<file path="config.mk">
export PLATFORM = sky130hd
export DESIGN_NAME = bsg_gateway_io_responder
export DESIGN_NICKNAME = d
export VERILOG_FILES = /design/src/rtl/bsg_gateway_io_responder.sv
export SDC_FILE = /design/constraint.sdc
export NUM_CORES = 1
export LEC_CHECK = 0
export CORE_ASPECT_RATIO = 1.1
export CORE_MARGIN = 2
export CORE_UTILIZATION = 46
export CTS_CLUSTER_SIZE = 14
export DETAILED_ROUTE_END_ITERATION = 7
export GPL_ROUTABILITY_DRIVEN = 0
export GPL_TIMING_DRIVEN = 1
export PLACE_DENSITY = 0.84
export SYNTH_ARGS = -nofsm -noshare
export SYNTH_HDL_FRONTEND = slang
export SYNTH_SLANG_ARGS = --single-unit
</file>
<file path="constraint.sdc">
create_clock -name blackparrot_clk -period 3.2 [get_ports blackparrot_clk]
set_clock_uncertainty 0.05 [all_clocks]
set_input_delay 0.32 -clock blackparrot_clk [delete_from_list [all_inputs] [get_ports blackparrot_clk]]
set_output_delay 0.32 -clock blackparrot_clk [all_outputs]
set_load 0.03 [all_outputs]
</file>
<file path="src/rtl/bsg_gateway_io_responder.sv">
// Testbench-side MMIO target that answers the chip's uncached I/O commands (putchar, finish, scratch, cycle counter).
// Define GATEWAY_IO_CYCLE_CTR_EN to build the free-running cycle counter readable at cycle_addr_p.
module bsg_gateway_io_responder #(
  parameter int unsigned paddr_width_p   = 40,
  parameter int unsigned data_width_p    = 64,
  parameter int unsigned payload_width_p = 16,
  parameter int unsigned num_core_p      = 1,
  parameter int unsigned resp_latency_p  = 4,
  parameter logic [63:0] putchar_addr_p  = 64'h101000,
  parameter logic [63:0] finish_base_p   = 64'h102000,
  parameter logic [63:0] cycle_addr_p    = 64'h103000,
  parameter logic [63:0] scratch_addr_p  = 64'h104000
) (
  input  logic                       blackparrot_clk,
  input  logic                       blackparrot_reset,
  input  logic [3:0]                 io_cmd_type_i,
  input  logic [paddr_width_p-1:0]   io_cmd_addr_i,
  input  logic [2:0]                 io_cmd_size_i,
  input  logic [payload_width_p-1:0] io_cmd_payload_i,
  input  logic [data_width_p-1:0]    io_cmd_data_i,
  input  logic                       io_cmd_v_i,
  output logic                       io_cmd_ready_o,
  output logic [3:0]                 io_resp_type_o,
  output logic [paddr_width_p-1:0]   io_resp_addr_o,
  output logic [2:0]                 io_resp_size_o,
  output logic [payload_width_p-1:0] io_resp_payload_o,
  output logic [data_width_p-1:0]    io_resp_data_o,
  output logic                       io_resp_v_o,
  input  logic                       io_resp_yumi_i,
  output logic                       putchar_v_o,
  output logic [7:0]                 putchar_o,
  output logic [num_core_p-1:0]      finish_o,
  output logic                       error_o
);

  localparam int unsigned pw_lp  = paddr_width_p;
  localparam int unsigned dw_lp  = data_width_p;
  localparam int unsigned cnt_w_lp = (resp_latency_p < 2) ? 1 : $clog2(resp_latency_p);

  typedef enum logic [1:0] {S_IDLE, S_WAIT, S_RESP} state_e;

  state_e                state_r, state_n;
  logic [cnt_w_lp-1:0]   wait_cnt_r, wait_cnt_n;
  logic                  accept_c;

  logic                       ready_r;
  logic                       resp_v_r;
  logic [3:0]                 resp_type_r;
  logic [pw_lp-1:0]           resp_addr_r;
  logic [2:0]                 resp_size_r;
  logic [payload_width_p-1:0] resp_payload_r;
  logic [dw_lp-1:0]           resp_data_r;
  logic                       putchar_v_r;
  logic [7:0]                 putchar_r;
  logic [num_core_p-1:0]      finish_r;
  logic                       error_r;
  logic [dw_lp-1:0]           scratch_r;
  logic [dw_lp-1:0]           cycle_data_c;

  logic                  is_rd_c, is_wr_c;
  logic                  putchar_hit_c, fin_hit_c, cycle_hit_c, scratch_hit_c;
  logic [pw_lp-1:0]      fin_off_c;
  logic [num_core_p-1:0] fin_set_c;
  logic [dw_lp-1:0]      byte_mask_c;
  logic [dw_lp-1:0]      rd_data_c;
  logic                  cmd_err_c;

`ifdef GATEWAY_IO_CYCLE_CTR_EN
  localparam bit cycle_en_lp = 1'b1;
  logic [63:0] cycle_cnt_r;

  // Free-running cycle counter, wraps naturally
  always_ff @(posedge blackparrot_clk or negedge blackparrot_reset) begin
    if (!blackparrot_reset) cycle_cnt_r <= '0;
    else                    cycle_cnt_r <= cycle_cnt_r + 64'd1;
  end
  assign cycle_data_c = dw_lp'(cycle_cnt_r);
`else
  localparam bit cycle_en_lp = 1'b0;
  assign cycle_data_c = '0;
`endif

  // Address decode, size mask and read data for the command currently on the inputs
  always_comb begin
    is_rd_c       = (io_cmd_type_i == 4'd0);
    is_wr_c       = (io_cmd_type_i == 4'd1);
    byte_mask_c   = (io_cmd_size_i >= 3'd3) ? '1
                  : (dw_lp'(1) << (32'd8 << io_cmd_size_i)) - dw_lp'(1);
    putchar_hit_c = (io_cmd_addr_i == pw_lp'(putchar_addr_p));
    cycle_hit_c   = (io_cmd_addr_i == pw_lp'(cycle_addr_p));
    scratch_hit_c = (io_cmd_addr_i == pw_lp'(scratch_addr_p));
    fin_off_c     = io_cmd_addr_i - pw_lp'(finish_base_p);
    fin_hit_c     = (io_cmd_addr_i >= pw_lp'(finish_base_p))
                 && (fin_off_c < pw_lp'(8 * num_core_p));
    fin_set_c     = '0;
    for (int i = 0; i < int'(num_core_p); i++) begin
      if ((fin_off_c >> 3) == pw_lp'(i)) fin_set_c[i] = 1'b1;
    end
    rd_data_c = '0;
    cmd_err_c = 1'b0;
    if (is_wr_c) begin
      if (!(putchar_hit_c || fin_hit_c || scratch_hit_c)) cmd_err_c = 1'b1;
    end else if (is_rd_c) begin
      if (scratch_hit_c)                    rd_data_c = scratch_r & byte_mask_c;
      else if (cycle_hit_c && cycle_en_lp)  rd_data_c = cycle_data_c & byte_mask_c;
      else                                  cmd_err_c = 1'b1;
    end else begin
      cmd_err_c = 1'b1;
    end
  end

  // Next-state logic: IDLE -> (WAIT) -> RESP -> IDLE
  always_comb begin
    state_n    = state_r;
    wait_cnt_n = wait_cnt_r;
    accept_c   = 1'b0;
    case (state_r)
      S_IDLE: begin
        if (io_cmd_v_i && ready_r) begin
          accept_c = 1'b1;
          if (resp_latency_p == 0) begin
            state_n = S_RESP;
          end else begin
            state_n    = S_WAIT;
            wait_cnt_n = cnt_w_lp'(resp_latency_p - 1);
          end
        end
      end
      S_WAIT: begin
        if (wait_cnt_r == '0) state_n = S_RESP;
        else                  wait_cnt_n = wait_cnt_r - cnt_w_lp'(1);
      end
      S_RESP: begin
        if (resp_v_r && io_resp_yumi_i) state_n = S_IDLE;
      end
      default: state_n = S_IDLE;
    endcase
  end

  always_ff @(posedge blackparrot_clk or negedge blackparrot_reset) begin
    if (!blackparrot_reset) begin
      state_r    <= S_IDLE;
      wait_cnt_r <= '0;
    end else begin
      state_r    <= state_n;
      wait_cnt_r <= wait_cnt_n;
    end
  end

  // Registered handshake, response capture and side effects
  always_ff @(posedge blackparrot_clk or negedge blackparrot_reset) begin
    if (!blackparrot_reset) begin
      ready_r        <= 1'b0;
      resp_v_r       <= 1'b0;
      resp_type_r    <= '0;
      resp_addr_r    <= '0;
      resp_size_r    <= '0;
      resp_payload_r <= '0;
      resp_data_r    <= '0;
      putchar_v_r    <= 1'b0;
      putchar_r      <= '0;
      finish_r       <= '0;
      error_r        <= 1'b0;
      scratch_r      <= '0;
    end else begin
      ready_r     <= (state_n == S_IDLE);
      putchar_v_r <= 1'b0;
      if (state_r == S_RESP && !resp_v_r)  resp_v_r <= 1'b1;
      else if (resp_v_r && io_resp_yumi_i) resp_v_r <= 1'b0;
      if (accept_c) begin
        resp_type_r    <= io_cmd_type_i;
        resp_addr_r    <= io_cmd_addr_i;
        resp_size_r    <= io_cmd_size_i;
        resp_payload_r <= io_cmd_payload_i;
        resp_data_r    <= rd_data_c;
        if (cmd_err_c) error_r <= 1'b1;
        if (is_wr_c && putchar_hit_c) begin
          putchar_v_r <= 1'b1;
          putchar_r   <= io_cmd_data_i[7:0];
        end
        if (is_wr_c && fin_hit_c) finish_r <= finish_r | fin_set_c;
        if (is_wr_c && scratch_hit_c)
          scratch_r <= (scratch_r & ~byte_mask_c) | (io_cmd_data_i & byte_mask_c);
      end
    end
  end

  assign io_cmd_ready_o    = ready_r;
  assign io_resp_v_o       = resp_v_r;
  assign io_resp_type_o    = resp_type_r;
  assign io_resp_addr_o    = resp_addr_r;
  assign io_resp_size_o    = resp_size_r;
  assign io_resp_payload_o = resp_payload_r;
  assign io_resp_data_o    = resp_data_r;
  assign putchar_v_o       = putchar_v_r;
  assign putchar_o         = putchar_r;
  assign finish_o          = finish_r;
  assign error_o           = error_r;

endmodule
</file>
### Yosys cells after proc, flatten, opt, wreduce, memory -nomap -nowiden

Cells that the tools add are included.

* $add $sub $neg: 3
* $lt $le $gt $ge: 3
* equal/unequal tests: 7
* shifts and indexed selects: 2
* mux-type cells: 22
* bitwise gates (word level): 6
* reduce and logical (&&, ||, !) cells: 22

Operators with widths (count)
* 2-to-1 mux 64 bit: 4
* AND 64 bit: 3
* == test 40 x 21 -> 1 bit (second input constant): 2
* NOT 64 bit: 1
* OR 64 bit: 1
* left shift 1 x 32 -> 64 bit (first input constant): 1
* subtractor 64 x 1 -> 64 bit (second input constant): 1
* >= comparator 40 x 21 -> 1 bit (second input constant): 1
* zero test 40 bit: 1
* less-than comparator 40 x 4 -> 1 bit (second input constant): 1
* subtractor 40 x 21 -> 40 bit (second input constant): 1
* left shift 4 x 3 -> 32 bit (first input constant): 1
* 2-to-1 mux 1 bit: 11
* 2-to-1 mux 2 bit: 5
* AND reduction 2 bit: 4
* logical AND 1 bit: 7
* zero test 2 bit: 3
* case mux 2 bit (3 select lines): 1
* == test 4 x 1 -> 1 bit (second input constant): 1
* zero test 4 bit: 1
* != test 2 bit (second input constant): 2
* case mux 2 bit (2 select lines): 1
* nonzero test 2 bit: 2
* >= comparator 3 x 2 -> 1 bit (second input constant): 1
* 7 further kinds: 8

* register bits after elaboration: 208
* output and inout bits: 140

### Longest topological paths before layout

Gate-level depths: netlist of the first run.

* depth after elaboration: 8
* mapped depth: 11
* depth with buffers taken out: 9

### Worst setup path before layout of the first run

Ideal clock, no wire load.

* path kind: input to register
* start: input port io_cmd_addr_i[23]
* end: register (tool-made name)
* setup time: 0.125 ns
* arrival: 2.825 ns
* path slack: 0.200 ns
* stages: 8
* cells stage by stage: or3_1 > clkbuf_1 > or4_1 > buf_2 > or4_4 > nor3_4 > a21boi_4 > mux2_2

RTL lines
* start, declared: line 17 `input logic [paddr_width_p-1:0] io_cmd_addr_i,`

==> metrics.cfg, run 1 <==
[clock_tree]
cts_sinks = 208
cts-root-buf = clkbuf_16
cts_inserted_buffers = 21
cts_resized = 0
htreeDepth = 1
clkSlewWorstSetupHoldPaths_ns = 0.06
cts_hold_buf = 1
clk_latency_ns = 0.48
cts_tree = yes
cts_buffer_depth = 3
cts_setup_buffers = 0

[die]
initial_core_util_pct = 46.98
rows = 51
die_h_um = 145.2
dieArea_sq_um = 19210
fp.dieW_um = 132.3
io_pins = 271
coreArea_sq_um = 17740

[timing]
period_share_pct = 93.06
slew_violations = 0
rsz0062_at_grt = no
timing.slew.headroom_pct = 54.77
setup_violations = 0
timing.final.crit_period_ns = 2.978
hold_viol = 0
worst_pin_slew_ns = 0.6739
timing.fmax_mhz = 335.8

[setup_path]
slowest_delay_ns = 0.57
crit_required_ns = 3.52
slowest_stage = or4_1
worstPathArrival_ns = 3.29
rr_worst_depth = 7
cp-end-kind = flop
worstPathCellList = clkdlybuf4s50_1 -> or3_1 -> or4_1 -> or4_4 -> nor3_4 -> buf_4 -> o21ai_1 -> mux2_2
path_delay_family = simple AND/OR/NAND/NOR gates
critPathBufInv = 2
crit_fanout = 7
rrSetupSlack_ns = 0.74
reg2reg_from = state_r[0]$_DFF_PN0_
path_class = primary input to flop
cp.depth = 8
startpoint_type = primary input

[outcome]
status = completed

[min_path]
hold_depth = 3
worstHoldStart = io_cmd_payload_i[2]
hp-class = primary input to flop
worst_hold_path.endpoint = io_resp_payload_o[2]$_DFFE_PN0P_

[flow_run]
drv_cap = 0

[power]
p_leak_uw = 0.005820
ir_drop_uv = 424.1
power_per_cell_area_nw_per_um2 = 674.9

[synthesis]
synth_edf_count = 0
synth_area_sq_um = 8334
syn_nets = 840
ys_seq_area_share_pct = 62.45
synthXorXnorAreaFrac_pct = 0.3153
synth_compound_area_share_pct = 9.848
synth_top_area_share_pct = 62.45
synthAdderAreaFrac_pct = 0.6005
synth_top_family_by_area = simple AND/OR/NAND/NOR gates
yosysUniqueCellTypes = 57
ys_top_cells_by_area = dfrtp_1 62%, mux2_2 10%, nand2_1 9.1%, a22o_1 6.5%, clkbuf_1 0.95%
yosys.area_share.simple_pct = 14.47
ys.flop_type = dfrtp_1
synthCells = 705
ys_async_sr_fraction_pct = 100.0
ys_ff_latch = 208
synth_largest_area_cell = dfrtp_1
yosys_warnings = 0
synthMuxAreaShare_pct = 10.12
avgSynthCellArea_sq_um = 11.82

[cells_and_area]
fin_util_pct = 69.23
stdcell_count = 1260
num-fill-cells = 1308
nets = 1142
syn_to_final_growth_pct = 47.35
layout-drive-gt1-share_pct = 16.05
antenna_cells = 0

[routing]
viasPerCell = 5.216
met1_length_um = 9095
drt_wl_total_um = 22460
vias = 6572
wl_met2_um = 11160
wl_met3_um = 1456
firstDrtPassIters = 4
routedWlPerCell_um = 17.83
drtIter0Drc = 379
top_layer = met4
drc = 0
ant_nets = 0

[place]
dpl.hpwl_um = 16170
portBuffers = 270
post-place-cells = 1221

[global_route]
grt_pass1_vias = 6818
grt_start_max_net_pins = 81
grt_usage_pct = 23.38
antenna_found_initial = 0
grt_pass1_wl_um = 36340
grt_overflow_total = 0

==> worst register-to-register path: cells and delay by family (launching register included) <==
family	cells	cell delay, ns
buffers and inverters	1	0.18
multiplexers	1	0.36
AO/OA/AOI/OAI	1	0.23
AND/OR/NAND/NOR	4	1.13
flip-flops	1	0.39
==> through the flow <==
step                      total power, uW  TNS, ns  hold slack, ns  worst slack [ns]  cell area [sq um]
after floorplan                      4618        0        -0.02559            0.2002               8334
after global placement               5800   -8.782          0.3290           -0.2038              11570
after detailed placement             5874   -12.70          0.3317           -0.2633              11570
after CTS                            8366        0          0.3094            0.2063              12280
after global routing                 8687        0          0.3301            0.1056              12280
final                                8288        0          0.3250            0.2221              12280
==> metal layers <==
metal / GRT usage [%] / vias to the layer above
li1: - / 3052
met1: 29.51 / 3237
met2: 39.79 / 236
met3: 5.031 / 47
met4: 8.280 / 0
met5: 0 / -
==> synthesized netlist by cell type, drive strengths merged (3+ instances only) <==
| cell type | n |
|---|---|
| a21boi | 3 |
| a21oi | 3 |
| a22o | 62 |
| buf | 11 |
| clkbuf | 21 |
| dfrtp | 208 |
| ha | 4 |
| inv | 8 |
| mux2 | 74 |
| nand2 | 202 |
| nand2b | 4 |
| nand3 | 5 |
| nand4 | 4 |
| nor2 | 21 |
| nor3 | 7 |
| nor4 | 10 |
| o21a | 3 |
| o21ai | 15 |
| or3 | 4 |
| or4 | 3 |
| xnor2 | 3 |
==> cells by family (layout without fill, tap and decap cells) <==
group	Yosys count	count (layout)
adders and majority gates	4	4
xor gates and xnor gates	3	3
AOI/OAI and AO/OA	101	101
muxes	75	75
other	1	1
DFF	208	208
and+or+nand+nor	273	273
buffers and inverters	40	357
==> placed cells by master (no fill, tap or decap), types with 5 or more instances in the layout <==
cell type and count:
a22o_1 62, nor2_1 17, clkbuf_16 21, nor3_1 6, buf_12 5, nand2_1 201, inv_1 8, buf_4 35
clkdlybuf4s50_1 269, dfrtp_1 208, o21ai_0 12, mux2_2 74, clkbuf_8 6, nor4_1 8, clkbuf_1 6
==> power by group <==
| part | switching, uW | internal [uW] |
|---|---|---|
| clock | 968 | 1490 |
| sequential | 208 | 3030 |
| combinational | 1570 | 1020 |
| total | 2740 | 5540 |
==> how the worst max path moves through the flow <==
stage / to / startpoint
2_1_floorplan: flop / io_cmd_addr_i[23]
3_3_place_gp: flop / io_cmd_addr_i[23]
3_5_place_dp: flop / io_cmd_addr_i[23]
4_1_cts: flop / io_cmd_addr_i[23]
5_1_grt: flop / io_cmd_addr_i[23]
6_report: flop / io_cmd_addr_i[23]
==> area by class of cell <==
| class | instances | area, sq um | share of cell area (%) |
|---|---|---|---|
| Clock buffer | 32 | 616.8 | 5.023 |
| Clock inverter | 6 | 87.58 | 0.7132 |
| Inverter | 8 | 30.03 | 0.2445 |
| Multi-Input combinational cell | 457 | 2964 | 24.14 |
| Sequential cell | 208 | 5205 | 42.38 |
| Tap cell | 238 | 297.8 | 2.425 |
| Timing Repair Buffer | 311 | 3079 | 25.07 |
No activity file was read; power rests on OpenSTA's default activity.
==> run 2: changes to the inputs <==
Settings changed: SETUP_SLACK_MARGIN set to 0.1.
==> results of run 2 <==
No change in the layout: final DEF, timing and power equal those of run 1.
